**config.mk**
```make
export PLATFORM = sky130hd
export DESIGN_NAME = muldiv_sequencer
export DESIGN_NICKNAME = d
export VERILOG_FILES = /design/src/rtl/muldiv_sequencer.sv
export SDC_FILE = /design/constraint.sdc
export NUM_CORES = 1
export LEC_CHECK = 0
export CAP_MARGIN = 20
export CORE_MARGIN = 2
export CORE_UTILIZATION = 43
export CTS_BUF_LIST = sky130_fd_sc_hd__clkbuf_4
export CTS_CLUSTER_DIAMETER = 30
export DETAILED_ROUTE_END_ITERATION = 8
export PLACE_DENSITY = 0.83
export SETUP_SLACK_MARGIN = 0.3
export SYNTH_ARGS = -nofsm -noshare
export SYNTH_HDL_FRONTEND = slang
export SYNTH_SLANG_ARGS = --single-unit
```
**constraint.sdc**
```tcl
create_clock -name i_clk -period 1.9 [get_ports i_clk]
set_input_delay 0.38 -clock i_clk [delete_from_list [all_inputs] [get_ports i_clk]]
set_output_delay 0.38 -clock i_clk [all_outputs]
set_load 0.02 [all_outputs]
```
**src/rtl/muldiv_sequencer.sv**
```systemverilog
// Multiply/divide sequencer: starts the selected unit, waits for its stop, then loads HI/LO.
// Raises one-cycle divide-by-zero and timeout exception pulses; abort returns to idle.
module muldiv_sequencer #(
  parameter int TIMEOUT_CYCLES = 64,
  parameter int CNT_W          = 8
) (
  input  logic             i_clk,
  input  logic             i_reset,
  input  logic             i_req,
  input  logic             i_op,
  input  logic [31:0]      i_b_operand,
  input  logic             i_abort,
  input  logic             i_mult_stop,
  input  logic             i_div_stop,
  input  logic             i_div_zero,
  output logic             o_mult_init,
  output logic             o_div_init,
  output logic             o_hilo_sel,
  output logic             o_high_load,
  output logic             o_low_load,
  output logic             o_busy,
  output logic             o_done,
  output logic             o_div_zero_exc,
  output logic             o_timeout_exc,
  output logic [CNT_W-1:0] o_last_cycles
);

  localparam logic [2:0] S_IDLE  = 3'd0;
  localparam logic [2:0] S_INIT  = 3'd1;
  localparam logic [2:0] S_RUN   = 3'd2;
  localparam logic [2:0] S_WRITE = 3'd3;
  localparam logic [2:0] S_DONE  = 3'd4;
  localparam logic [2:0] S_EXC   = 3'd5;

  localparam logic KIND_ZERO    = 1'b0;
  localparam logic KIND_TIMEOUT = 1'b1;

  localparam logic [CNT_W-1:0] CNT_LAST = CNT_W'(TIMEOUT_CYCLES - 1);
  localparam logic [CNT_W-1:0] CNT_ONE  = CNT_W'(1);

  logic [2:0]       r_state;
  logic [2:0]       w_state_nx;
  logic             r_op;
  logic             w_op_nx;
  logic [CNT_W-1:0] r_cnt;
  logic [CNT_W-1:0] w_cnt_nx;
  logic             r_exc_kind;
  logic             w_exc_kind_nx;
  logic [CNT_W-1:0] r_last_cycles;
  logic [CNT_W-1:0] w_last_nx;
  logic             w_sel_stop;
  logic             w_div_by_zero_req;

  assign w_sel_stop        = r_op ? i_div_stop : i_mult_stop;
  assign w_div_by_zero_req = i_op & (i_b_operand == 32'd0);

  // Next-state and datapath-register update logic
  always_comb begin
    w_state_nx    = r_state;
    w_op_nx       = r_op;
    w_cnt_nx      = r_cnt;
    w_exc_kind_nx = r_exc_kind;
    w_last_nx     = r_last_cycles;
    case (r_state)
      S_IDLE, S_DONE: begin
        if (i_req) begin
          if (w_div_by_zero_req) begin
            w_state_nx    = S_EXC;
            w_exc_kind_nx = KIND_ZERO;
          end else begin
            w_op_nx    = i_op;
            w_state_nx = S_INIT;
          end
        end else begin
          w_state_nx = S_IDLE;
        end
      end
      S_INIT: begin
        if (i_abort) begin
          w_state_nx = S_IDLE;
        end else begin
          w_cnt_nx   = {CNT_W{1'b0}};
          w_state_nx = S_RUN;
        end
      end
      S_RUN: begin
        // Unit-reported zero outranks its stop; a stop in the last RUN cycle beats timeout
        if (i_abort) begin
          w_state_nx = S_IDLE;
        end else if (r_op && i_div_zero) begin
          w_state_nx    = S_EXC;
          w_exc_kind_nx = KIND_ZERO;
        end else if (w_sel_stop) begin
          w_state_nx = S_WRITE;
          w_last_nx  = r_cnt + CNT_ONE;
        end else if (r_cnt == CNT_LAST) begin
          w_state_nx    = S_EXC;
          w_exc_kind_nx = KIND_TIMEOUT;
        end else begin
          w_cnt_nx = r_cnt + CNT_ONE;
        end
      end
      S_WRITE: begin
        if (i_abort) begin
          w_state_nx = S_IDLE;
        end else begin
          w_state_nx = S_DONE;
        end
      end
      S_EXC: begin
        w_state_nx = S_IDLE;
      end
      default: begin
        w_state_nx = S_IDLE;
      end
    endcase
  end

  // State and datapath registers, cleared asynchronously
  always_ff @(posedge i_clk or negedge i_reset) begin
    if (!i_reset) begin
      r_state       <= S_IDLE;
      r_op          <= 1'b0;
      r_cnt         <= {CNT_W{1'b0}};
      r_exc_kind    <= KIND_ZERO;
      r_last_cycles <= {CNT_W{1'b0}};
    end else begin
      r_state       <= w_state_nx;
      r_op          <= w_op_nx;
      r_cnt         <= w_cnt_nx;
      r_exc_kind    <= w_exc_kind_nx;
      r_last_cycles <= w_last_nx;
    end
  end

  // Outputs decode from registered state; loads and exception pulses are gated by abort
  assign o_busy         = (r_state == S_INIT) | (r_state == S_RUN) |
                          (r_state == S_WRITE) | (r_state == S_EXC);
  assign o_mult_init    = (r_state == S_INIT) & ~r_op;
  assign o_div_init     = (r_state == S_INIT) & r_op;
  assign o_hilo_sel     = r_op;
  assign o_high_load    = (r_state == S_WRITE) & ~i_abort;
  assign o_low_load     = (r_state == S_WRITE) & ~i_abort;
  assign o_done         = (r_state == S_DONE);
  assign o_div_zero_exc = (r_state == S_EXC) & (r_exc_kind == KIND_ZERO) & ~i_abort;
  assign o_timeout_exc  = (r_state == S_EXC) & (r_exc_kind == KIND_TIMEOUT) & ~i_abort;
  assign o_last_cycles  = r_last_cycles;

endmodule

```
==> flow_summary.ini <==
[cts]
cts_hold_buf = 0
max-clock-path-buffers = 2
path_clk_slew_ns = 0.13
clock_latency_ns = 0.34
cts_tree = built
cts_sinks = 21
cts_root_buffer = clkbuf_4
htree_num_levels = 1
numCtsBuffers = 3

[pwr]
ir_worst_vdd_v = 0.0008335
p_per_area_nw_per_um2 = 802.2
p_leak_nw = 1.062

[floorplanning]
io_pins = 57
start_util_pct = 45.39
rows = 19
dieArea_um2 = 3385
fp.dieH_um = 58.19
core_um2 = 2781
die_w_um = 58.19

[worst_setup_path]
slowest_delay_ns = 0.46
cp-end-kind = primary output
crit_type = reg -> out
required_ns = 1.52
path_delay_family = flip-flops
critPathArrivalTime_ns = 1.49
crit_buf_inv = 2
critPathLaunchType = register
cpMaxStageDelayCell = dfrtp_2
crit_path_max_fanout = 3
crit_chain = buf_4 > nor2b_4 > and4b_1 > buf_2

[logic_synthesis]
yosysTopAreaCell = dfrtp_1
synthFlopType = dfrtp_1
synth.area.top_cells = dfrtp_1 (42%), a221o_1 (4.8%), nor2_1 (4.8%)
syn_nets = 179
yosysTopAreaCellShare_pct = 41.63
synthArstFlopShare_pct = 100.0
syn_avg_cell_area_um2 = 9.148
ys_ff_latch = 21
yosysWarnings = 0
syn_inst = 138
synth-edff-count = 0
synth_seq_area_share_pct = 41.63
synth_cell_types = 38
synth_area_um2 = 1262

[final_layout]
multiInputGateArea_um2 = 942.2
final_util_pct = 87.31
final_cell_area_um2 = 2429
drive_gt1_share_pct = 42.67
regArea_um2 = 534.3
finalNetCount = 274
diodes = 0
nFillCells = 134
syn_to_final_growth_pct = 92.37

[drt]
drc_errors = 0
drt_iter0_drc = 81
drt-wirelength-per-cell_um = 20.80
dr_total_vias = 1559
drtPass1Iterations = 4
routed_via_density = 5.928
postRouteAntennaNets = 0
routed_wl_um = 5471

[global_routing]
grt_busiest_layer = met2
grt_use_met1_pct = 30.37
grt_max_degree = 22
overflow = 0
use_met2_pct = 48.54
grt_pass1_vias = 1515
grt_use_met3_pct = 6.027
antenna_found_initial = 0
gr-usage-all-layers_pct = 26.31
grt_pass1_wl_um = 6886

[sta]
maxSlewViolCount = 0
finalSetupViolCount = 0
rsz0062_at_grt = yes
max_freq_mhz = 536.1
fin_crit_sh_pct = 98.18
slew_headroom_pct = 74.49
period_needed_ns = 1.865
tightest_slew_ns = 0.3798
clock_skew_ns = 0.01583
hold_viol_final = 0

[hold_path]
min_path_type = in -> async

[placement]
dpl.hpwl_um = 3021
dpl_cell_area_um2 = 1984
place_congestion = 0.8496
portBuffers = 56

[flow_run]
drv_cap = 0

[outcome]
outcome = finished, final reports clean
==> synth_stat cells (all sizes together) (4+ instances only) <==
cell   instances
dfrtp         21
nand3          9
nor2          16
a221o          6
a21oi         11
xor2           4
and3           7
nand2          9
inv            7
nor3           5
nor4           7
o21ai          5
==> worst register-to-register path, cell delays in order (launching register included) <==
cell and delay [ns]:
dfrtp_1 0.45, ha_4 0.19, nand3_4 0.08, nor4_4 0.06, nand3b_1 0.26, a21o_4 0.28, a221o_1 0.36
==> where the power goes <==
part	internal (mW)	switching, mW
registers	0.557	0.125
clock network	0.0969	0.158
logic	0.504	0.508
total	1.16	0.790
==> metrics by stage <==
| stage | hold slack [ns] | setup slack (ns) | setup TNS [ns] | power, mW | std cells |
|---|---|---|---|---|---|
| 2_1_floorplan | 0.08441 | 0.2566 | 0 | 0.9997 | 138 |
| 3_3_place_gp | 0.4997 | -0.2610 | -2.194 | 1.391 | 237 |
| 3_5_place_dp | 0.5008 | -0.3080 | -3.083 | 1.422 | 237 |
| 4_1_cts | 0.3964 | 0.1366 | 0 | 1.677 | 253 |
| 5_1_grt | 0.4206 | 0.007641 | 0 | 2.014 | 263 |
| 6_report | 0.3923 | 0.03453 | 0 | 1.948 | 263 |
==> per-layer routing <==
layer / wire, um / share of wire (%)
met5: 0 / 0
met4: 154 / 2.8
met3: 268 / 4.9
met2: 3017 / 55
met1: 2030 / 37
==> state kept, by name (all words and copies together), names as in the netlist <==
signal         cells
r_cnt              8
r_state            3
r_exc_kind         1
o_hilo_sel         1
o_last_cycles      8
==> kinds of logic after synthesis <==
| group | after synthesis | share of synthesized area [%] |
|---|---|---|
| DFF | 21 | 41.63 |
| muxes | 4 | 3.370 |
| adders and majority gates | 1 | 0.9909 |
| xor gates and xnor gates | 6 | 4.163 |
| and+or+nand+nor | 68 | 31.81 |
| buffers and inverters | 10 | 3.370 |
| AOI/OAI and AO/OA | 28 | 14.67 |
==> layout make-up <==
class / count / area share, %
multi-input cells: 107 / 38.79
repair buffers: 93 / 35.29
flip-flops and latches: 21 / 22.00
well taps: 31 / 1.597
clock buffers: 4 / 1.236
inverters: 7 / 1.082
==> worst paths after layout <==
kind	depth (start not counted)	from	slack [ns]	to
min reg2reg	1	o_last_cycles[1]$_DFFE_PN0P_	0.54	o_last_cycles[1]$_DFFE_PN0P_
max	4	r_state[1]$_DFFE_PN0P_	0.03	o_timeout_exc
min in group i_clk	1	o_last_cycles[1]$_DFFE_PN0P_	0.54	o_last_cycles[1]$_DFFE_PN0P_
max in group asynchronous	2	i_reset	1.25	o_hilo_sel$_DFFE_PN0P_
min	2	i_reset	0.39	r_cnt[6]$_DFFE_PN0P_
max reg2reg	6	r_cnt[0]$_DFFE_PN0P_	0.13	r_cnt[5]$_DFFE_PN0P_
==> placed cells by master, fill, tap and decap left out, types with 3 or more instances in the layout <==
cell type / instances
a21oi_1: 8
a221o_1: 6
and3_1: 5
buf_4: 32
buf_6: 11
clkbuf_4: 4
clkdlybuf4s50_1: 38
dfrtp_1: 14
dfrtp_2: 7
dlygate4sd2_1: 10
inv_1: 6
nand2_1: 7
nand3_1: 6
nor2_1: 8
nor2_2: 6
nor3_4: 3
nor4_1: 4
o21ai_0: 3
xor2_1: 4
==> what timing repair did <==
| action | CTS | global route |
|---|---|---|
| setup buffers | 12 | 9 |
| gates resized for setup | 73 | 49 |
| pin swaps | 10 | 10 |
| cloned | 0 | 1 |
| setup endpoints to repair | 34 | 28 |
Power figures use the tool's default switching activity.
